$ cat src/rtl/multicycle_controller.sv
// Control unit for a multicycle RISC-V style datapath. Strobes and selects that
// depend only on state and the latched fields are registered; handshake-qualified terms are not.
module multicycle_controller (
  input  logic        clk,
  input  logic        rst_n,
  input  logic [6:0]  opcode,
  input  logic [2:0]  func3,
  input  logic [6:0]  func7,
  input  logic        imem_ready,
  input  logic        dmem_ready,
  input  logic        branch_taken,
  output logic        imem_req,
  output logic        dmem_req,
  output logic        IRWrite,
  output logic        PCWrite,
  output logic        RegWrite,
  output logic        ResultSrc,
  output logic [1:0]  pc_src,
  output logic        ALUSrcA,
  output logic [1:0]  ALUSrcB,
  output logic [4:0]  ALUcontrols,
  output logic [2:0]  ImmSrc,
  output logic [2:0]  MemRead,
  output logic [1:0]  MemWrite,
  output logic [2:0]  state,
  output logic        illegal,
  output logic [31:0] instret
);

  localparam logic [6:0] OP_LUI    = 7'b0110111;
  localparam logic [6:0] OP_AUIPC  = 7'b0010111;
  localparam logic [6:0] OP_JAL    = 7'b1101111;
  localparam logic [6:0] OP_JALR   = 7'b1100111;
  localparam logic [6:0] OP_BRANCH = 7'b1100011;
  localparam logic [6:0] OP_LOAD   = 7'b0000011;
  localparam logic [6:0] OP_STORE  = 7'b0100011;
  localparam logic [6:0] OP_IMM    = 7'b0010011;
  localparam logic [6:0] OP_REG    = 7'b0110011;

  localparam logic [4:0] ALU_ADD  = 5'b00000;
  localparam logic [4:0] ALU_SUB  = 5'b00001;
  localparam logic [4:0] ALU_AND  = 5'b00010;
  localparam logic [4:0] ALU_OR   = 5'b00011;
  localparam logic [4:0] ALU_XOR  = 5'b00100;
  localparam logic [4:0] ALU_SLL  = 5'b00101;
  localparam logic [4:0] ALU_SLT  = 5'b00110;
  localparam logic [4:0] ALU_SLTU = 5'b00111;
  localparam logic [4:0] ALU_SRL  = 5'b01000;
  localparam logic [4:0] ALU_SRA  = 5'b01001;
  localparam logic [4:0] ALU_JALR = 5'b01010;
  localparam logic [4:0] ALU_BEQ  = 5'b01011;
  localparam logic [4:0] ALU_BNE  = 5'b01100;
  localparam logic [4:0] ALU_BLT  = 5'b01101;
  localparam logic [4:0] ALU_BGE  = 5'b01110;
  localparam logic [4:0] ALU_BLTU = 5'b01111;
  localparam logic [4:0] ALU_BGEU = 5'b10000;

  typedef enum logic [2:0] {
    FETCH  = 3'd0,
    DECODE = 3'd1,
    EXEC   = 3'd2,
    MEM    = 3'd3,
    WB     = 3'd4,
    TRAP   = 3'd5
  } state_t;

  typedef struct packed {
    logic       imem_req;
    logic       dmem_req;
    logic       pc_write;
    logic       reg_write;
    logic       result_src;
    logic [1:0] pc_src;
    logic       alu_src_a;
    logic [1:0] alu_src_b;
    logic [4:0] alu_ctrl;
    logic [2:0] imm_src;
    logic [2:0] mem_read;
    logic [1:0] mem_write;
    logic       illegal;
  } ctrl_t;

  function automatic logic known_op(input logic [6:0] op);
    case (op)
      OP_LUI, OP_AUIPC, OP_JAL, OP_JALR, OP_BRANCH,
      OP_LOAD, OP_STORE, OP_IMM, OP_REG: known_op = 1'b1;
      default:                           known_op = 1'b0;
    endcase
  endfunction

  function automatic logic [2:0] load_code(input logic [2:0] f3);
    case (f3)
      3'b000:  load_code = 3'b111;
      3'b001:  load_code = 3'b110;
      3'b010:  load_code = 3'b001;
      3'b100:  load_code = 3'b011;
      3'b101:  load_code = 3'b010;
      default: load_code = 3'b000;
    endcase
  endfunction

  function automatic logic [1:0] store_code(input logic [2:0] f3);
    case (f3)
      3'b000:  store_code = 2'b11;
      3'b001:  store_code = 2'b10;
      3'b010:  store_code = 2'b01;
      default: store_code = 2'b00;
    endcase
  endfunction

  // A zero access code doubles as "undefined width" for loads and stores.
  function automatic logic exec_ok(input logic [6:0] op, input logic [2:0] f3);
    case (op)
      OP_BRANCH: exec_ok = (f3[2:1] != 2'b01);
      OP_LOAD:   exec_ok = (load_code(f3) != 3'b000);
      OP_STORE:  exec_ok = (store_code(f3) != 2'b00);
      default:   exec_ok = 1'b1;
    endcase
  endfunction

  function automatic logic [4:0] alu_op(input logic [2:0] f3, input logic alt,
                                        input logic is_reg);
    case (f3)
      3'b000:  alu_op = (is_reg && alt) ? ALU_SUB : ALU_ADD;
      3'b001:  alu_op = ALU_SLL;
      3'b010:  alu_op = ALU_SLT;
      3'b011:  alu_op = ALU_SLTU;
      3'b100:  alu_op = ALU_XOR;
      3'b101:  alu_op = alt ? ALU_SRA : ALU_SRL;
      3'b110:  alu_op = ALU_OR;
      default: alu_op = ALU_AND;
    endcase
  endfunction

  function automatic logic [4:0] branch_op(input logic [2:0] f3);
    case (f3)
      3'b000:  branch_op = ALU_BEQ;
      3'b001:  branch_op = ALU_BNE;
      3'b100:  branch_op = ALU_BLT;
      3'b101:  branch_op = ALU_BGE;
      3'b110:  branch_op = ALU_BLTU;
      3'b111:  branch_op = ALU_BGEU;
      default: branch_op = ALU_ADD;
    endcase
  endfunction

  function automatic ctrl_t ctrl_for(input state_t s, input logic [6:0] op,
                                     input logic [2:0] f3, input logic alt);
    ctrl_t c;
    c = '0;
    case (s)
      FETCH: c.imem_req = 1'b1;
      EXEC: begin
        if (exec_ok(op, f3)) begin
          case (op)
            OP_REG: begin
              c.alu_ctrl = alu_op(f3, alt, 1'b1);
              c.imm_src  = 3'b111;
            end
            OP_IMM: begin
              c.alu_src_b = 2'b01;
              c.alu_ctrl  = alu_op(f3, alt, 1'b0);
              c.imm_src   = (f3 == 3'b101 && alt) ? 3'b101 : 3'b000;
            end
            OP_LUI: begin
              c.alu_src_b = 2'b01;
              c.imm_src   = 3'b001;
            end
            OP_AUIPC: begin
              c.alu_src_a = 1'b1;
              c.alu_src_b = 2'b01;
              c.imm_src   = 3'b001;
            end
            OP_JAL: begin
              c.alu_src_a = 1'b1;
              c.alu_src_b = 2'b11;
              c.imm_src   = 3'b100;
            end
            OP_JALR: begin
              c.alu_src_a = 1'b1;
              c.alu_src_b = 2'b11;
              c.alu_ctrl  = ALU_JALR;
            end
            OP_BRANCH: begin
              c.pc_write = 1'b1;
              c.imm_src  = 3'b011;
              c.alu_ctrl = branch_op(f3);
            end
            OP_LOAD: c.alu_src_b = 2'b01;
            OP_STORE: begin
              c.alu_src_b = 2'b01;
              c.imm_src   = 3'b010;
            end
            default: ;
          endcase
        end
      end
      MEM: begin
        c.dmem_req = 1'b1;
        if (op == OP_LOAD) c.mem_read = load_code(f3);
        else               c.mem_write = store_code(f3);
      end
      WB: begin
        c.reg_write  = 1'b1;
        c.pc_write   = 1'b1;
        c.result_src = (op == OP_LOAD);
        c.pc_src     = (op == OP_JAL) ? 2'b01 : (op == OP_JALR) ? 2'b10 : 2'b00;
      end
      TRAP: c.illegal = 1'b1;
      default: ;
    endcase
    return c;
  endfunction

  state_t      state_reg, state_next;
  ctrl_t       ctrl_reg, ctrl_next;
  logic [6:0]  op_reg, op_next;
  logic [2:0]  f3_reg, f3_next;
  logic [6:0]  f7_reg, f7_next;
  logic [31:0] instret_reg;
  logic        retire;
  logic        store_done;

  always_comb begin
    state_next = state_reg;
    case (state_reg)
      FETCH:  if (ctrl_reg.imem_req && imem_ready) state_next = DECODE;
      DECODE: state_next = known_op(opcode) ? EXEC : TRAP;
      EXEC: begin
        if (!exec_ok(op_reg, f3_reg))                      state_next = TRAP;
        else if (op_reg == OP_BRANCH)                      state_next = FETCH;
        else if (op_reg == OP_LOAD || op_reg == OP_STORE)  state_next = MEM;
        else                                               state_next = WB;
      end
      MEM:    if (dmem_ready) state_next = (op_reg == OP_LOAD) ? WB : FETCH;
      WB:     state_next = FETCH;
      TRAP:   state_next = TRAP;
      default: state_next = TRAP;
    endcase
  end

  // Fields entering EXEC come straight from the instruction register.
  always_comb begin
    op_next   = (state_reg == DECODE) ? opcode : op_reg;
    f3_next   = (state_reg == DECODE) ? func3  : f3_reg;
    f7_next   = (state_reg == DECODE) ? func7  : f7_reg;
    ctrl_next = ctrl_for(state_next, op_next, f3_next, f7_next[5]);
    retire    = (state_next == FETCH) &&
                (state_reg == EXEC || state_reg == MEM || state_reg == WB);
  end

  always_ff @(posedge clk or negedge rst_n) begin
    if (!rst_n) begin
      state_reg   <= FETCH;
      ctrl_reg    <= '0;
      op_reg      <= '0;
      f3_reg      <= '0;
      f7_reg      <= '0;
      instret_reg <= '0;
    end else begin
      state_reg <= state_next;
      ctrl_reg  <= ctrl_next;
      op_reg    <= op_next;
      f3_reg    <= f3_next;
      f7_reg    <= f7_next;
      if (retire) instret_reg <= instret_reg + 32'd1;
    end
  end

  assign store_done  = (state_reg == MEM) && (op_reg == OP_STORE) && dmem_ready;

  assign imem_req    = ctrl_reg.imem_req;
  assign dmem_req    = ctrl_reg.dmem_req;
  assign IRWrite     = (state_reg == FETCH) && ctrl_reg.imem_req && imem_ready;
  assign PCWrite     = ctrl_reg.pc_write || store_done;
  assign RegWrite    = ctrl_reg.reg_write;
  assign ResultSrc   = ctrl_reg.result_src;
  // Only a branch raises pc_write in EXEC, where the target hinges on the compare.
  assign pc_src      = (state_reg == EXEC && ctrl_reg.pc_write) ? {1'b0, branch_taken}
                                                                : ctrl_reg.pc_src;
  assign ALUSrcA     = ctrl_reg.alu_src_a;
  assign ALUSrcB     = ctrl_reg.alu_src_b;
  assign ALUcontrols = ctrl_reg.alu_ctrl;
  assign ImmSrc      = ctrl_reg.imm_src;
  assign MemRead     = ctrl_reg.mem_read;
  assign MemWrite    = ctrl_reg.mem_write;
  assign state       = state_reg;
  assign illegal     = ctrl_reg.illegal;
  assign instret     = instret_reg;

endmodule

$ cat config.mk
export PLATFORM = sky130hd
export DESIGN_NAME = multicycle_controller
export DESIGN_NICKNAME = d
export VERILOG_FILES = /design/src/rtl/multicycle_controller.sv
export SDC_FILE = /design/constraint.sdc
export NUM_CORES = 1
export LEC_CHECK = 0
export CAP_MARGIN = 20
export CORE_ASPECT_RATIO = 1.2
export CORE_UTILIZATION = 38
export DETAILED_ROUTE_END_ITERATION = 8
export SLEW_MARGIN = 40
export SYNTH_ARGS = -nofsm -noshare
export SYNTH_HDL_FRONTEND = slang
export SYNTH_SLANG_ARGS = --single-unit
$ cat constraint.sdc
create_clock -name clk -period 3.19 [get_ports clk]
set_input_delay 0.4785 -clock clk [delete_from_list [all_inputs] [get_ports clk]]
set_output_delay 0.4785 -clock clk [all_outputs]
set_load 0.03 [all_outputs]
==> results.toml, run 1 <==
[outcome]
status = "finished clean"

[power_and_ir_drop]
power_leakage_uw = 0.002037
pwr-share-comb_pct = 39.7
power_frac_seq_pct = 34.8
swShare_pct = 39.97
p_int_uw = 2149
power_density_nw_per_um2 = 719.6
irDropWorstVdd_mv = 0.5682
clkPwrFrac_pct = 25.5
power.switching_uw = 1431

[placement]
dpl.hpwl_um = 7140
routabilityCongestion = 0.8363
io_buffers = 75
placed_area_um2 = 4710

[clocking]
post_cts_resized = 0
hold_buffers = 0
clockBufferDepth = 2
clock-root-buffer = "clkbuf_16"
clk_latency_ps = 330
cts_tree = "built"
cts_inserted_buffers = 9
clk_pin_slew_ps = 60
cts-htree-levels = 3
post-cts-setup-buffers = 0
cts.sinks = 70

[layout]
design_area_um2 = 4975
fillerInstances = 952
area_growth_pct = 26.06
utilization_pct = 49.45
largest_reg_flops = 32
drive_gt1_share_pct = 9.808
fin_nets = 487
diodes = 0

[flow_run]
drv_cap = 0

[sta]
final.setup.tns_ps = 0
finalHoldViolCount = 0
finalMaxSlewViolations = 0
tightestPinTransition_ps = 627.7
slew_headroom_pct = 58.15
fin_crit_sh_pct = 88.70
period_needed_ps = 2829
rsz0062_at_grt = "no"
setup_viol = 0
max_freq_ghz = 0.3534
skew_ps = 5.505

[detailed_routing]
drc_errors = 0
drt_iter0_drc = 131
drt-total-wl_um = 10020
avgViaCountPerCell = 5.469
vias = 3254
ant_nets = 0
wl_per_cell_um = 16.83
drt_first_pass_iters = 4

[critical_path]
slowest_delay_ps = 660
crit_fanout = 11
arrival_ps = 2350
critical_path.cell_chain = "and2b_1, nand3_1, mux2_2, clkdlybuf4s50_1"
crit_type = "register to output port"
crit_buf_inv = 1
r2r_slack_ps = 550
critPathCaptureType = "output port"
cp_slowest_cell = "clkdlybuf4s50_1"
start_kind = "register"
path_delay_family = "buffers and inverters"
cp.required_ps = 2710

[floorplan]
initial_core_util_pct = 39.23
die_w_um = 95.03
dieArea_um2 = 10800
ios = 82
die_h_um = 113.6
row_count = 40
design.core.area_um2 = 10060

[hold_path]
min_path_type = "input pin to asynchronous set/reset pin"

[logic_synthesis]
syn_avg_cell_area_um2 = 9.817
ys_types = 66
netlist_area_um2 = 3946
syn_nets = 425
yosysWarningCount = 0
ys_async_sr_fraction_pct = 100.0
synth_flop_cell = "dfrtp_1"
synth_edf_count = 0
synth-seq-cells = 70
postSynthCellCount = 402
ys_seq_area_share_pct = 44.39

[global_route]
overflow = 0
antenna_found_initial = 0
grt_pass1_vias = 3183
grt_pass1_wl_um = 16100
grt_start_max_net_pins = 39
grtUsageTotal_pct = 19.77
## layer usage
metal	up-vias	GRT usage [%]	routed length [um]
met5	-	0	0
met4	0	11.92	433
met3	27	4.200	490
met2	98	30.07	4635
met1	1578	25.62	4455
li1	1551	-	-
## layout make-up
class	count	area (um2)	area share [%]
Clock buffer	15	257.7	5.181
Clock inverter	1	5.005	0.1006
Inverter	12	45.04	0.9054
Multi-Input combinational cell	284	1907	38.33
Sequential cell	70	1752	35.21
Tap cell	126	157.7	3.169
Timing Repair Buffer	87	850.8	17.10
## synth_stat cells, types with 11 or more instances
| cell type | number | area (um2) |
|---|---|---|
| nand2_1 | 37 | 138.9 |
| nand4_1 | 16 | 100.1 |
| nor3_1 | 15 | 75.07 |
| xnor2_1 | 20 | 175.2 |
| buf_4 | 16 | 120.1 |
| nor2_1 | 22 | 82.58 |
| nor4_1 | 13 | 81.33 |
| nand3_1 | 21 | 105.1 |
| xor2_1 | 13 | 113.9 |
| dfrtp_1 | 70 | 1752 |
| inv_1 | 11 | 41.29 |
| a21oi_1 | 11 | 55.05 |
## kinds of logic after synthesis
| group | Yosys count | share of synthesized area (%) |
|---|---|---|
| DFF | 70 | 44.39 |
| AOI/OAI and AO/OA | 57 | 10.72 |
| adders and majority gates | 1 | 0.3170 |
| and+or+nand+nor | 175 | 24.70 |
| buffers and inverters | 48 | 7.292 |
| muxes | 18 | 5.263 |
| xor gates and xnor gates | 33 | 7.324 |
## through the flow
step	power, uW	hold slack [ps]	instances	setup WS [ps]
2_1_floorplan	2255	182.9	402	842.9
3_3_place_gp	2650	455.9	579	433.3
3_5_place_dp	2664	468.2	579	406.8
4_1_cts	3588	258.5	595	360.9
5_1_grt	3799	130.6	595	253.9
6_report	3580	92.96	595	360.6
## final timing paths
kind | startpoint | end | depth (start not counted)
min in group clk | instret[31] | instret[31] | 1
hold reg to reg | instret[31] | instret[31] | 1
setup reg to reg | state[0] | ALUcontrols[0] | 6
max in group asynchronous | rst_n | instret[19] | 2
hold / removal | rst_n | ALUSrcB[1] | 1
setup / recovery | state[2] | pc_src[0] | 4
## worst register-to-register path, cell delays in order, from the launching register on
cell	delay, ps
dfrtp_1	540
nor3b_4	530
buf_4	250
mux2_4	350
nor4_1	370
nand2_1	160
a2111oi_4	360
## cell usage in the layout, fill, tap and decap left out, types with 8 or more instances in the layout
cell | netlist | layout
nor4_1 | 13 | 13
clkdlybuf4s50_1 | 0 | 74
mux2_2 | 8 | 8
nor3_1 | 15 | 15
mux2i_1 | 8 | 8
nand3_1 | 21 | 21
nand4_1 | 16 | 16
nor2b_1 | 8 | 8
nor2_1 | 22 | 22
xor2_1 | 13 | 13
clkbuf_16 | 0 | 9
dfrtp_1 | 70 | 70
xnor2_1 | 20 | 20
buf_4 | 16 | 12
o21ai_0 | 8 | 8
nand2_1 | 37 | 37
inv_1 | 11 | 11
a21oi_1 | 11 | 11
## power by group through the flow
stage	clock network, uW	registers (uW)	logic, uW
3_3_place_gp	0	1250	1400
2_1_floorplan	0	1250	1000
6_report	914	1250	1420
4_1_cts	930	1240	1420
3_5_place_dp	0	1260	1410
5_1_grt	980	1280	1540
Note: power is estimated with default switching activity, not from simulation.
==> run 2, diff against run 1 <==
- CTS_CLUSTER_DIAMETER: not set -> 50
==> results of run 2 <==
The final DEF is identical to that of run 1; final timing and power are the same.
==> run 3, diff against run 2 <==
- CAP_MARGIN: 20 -> not set
==> results of run 3 <==
The final DEF is identical to that of run 1; final timing and power are the same.
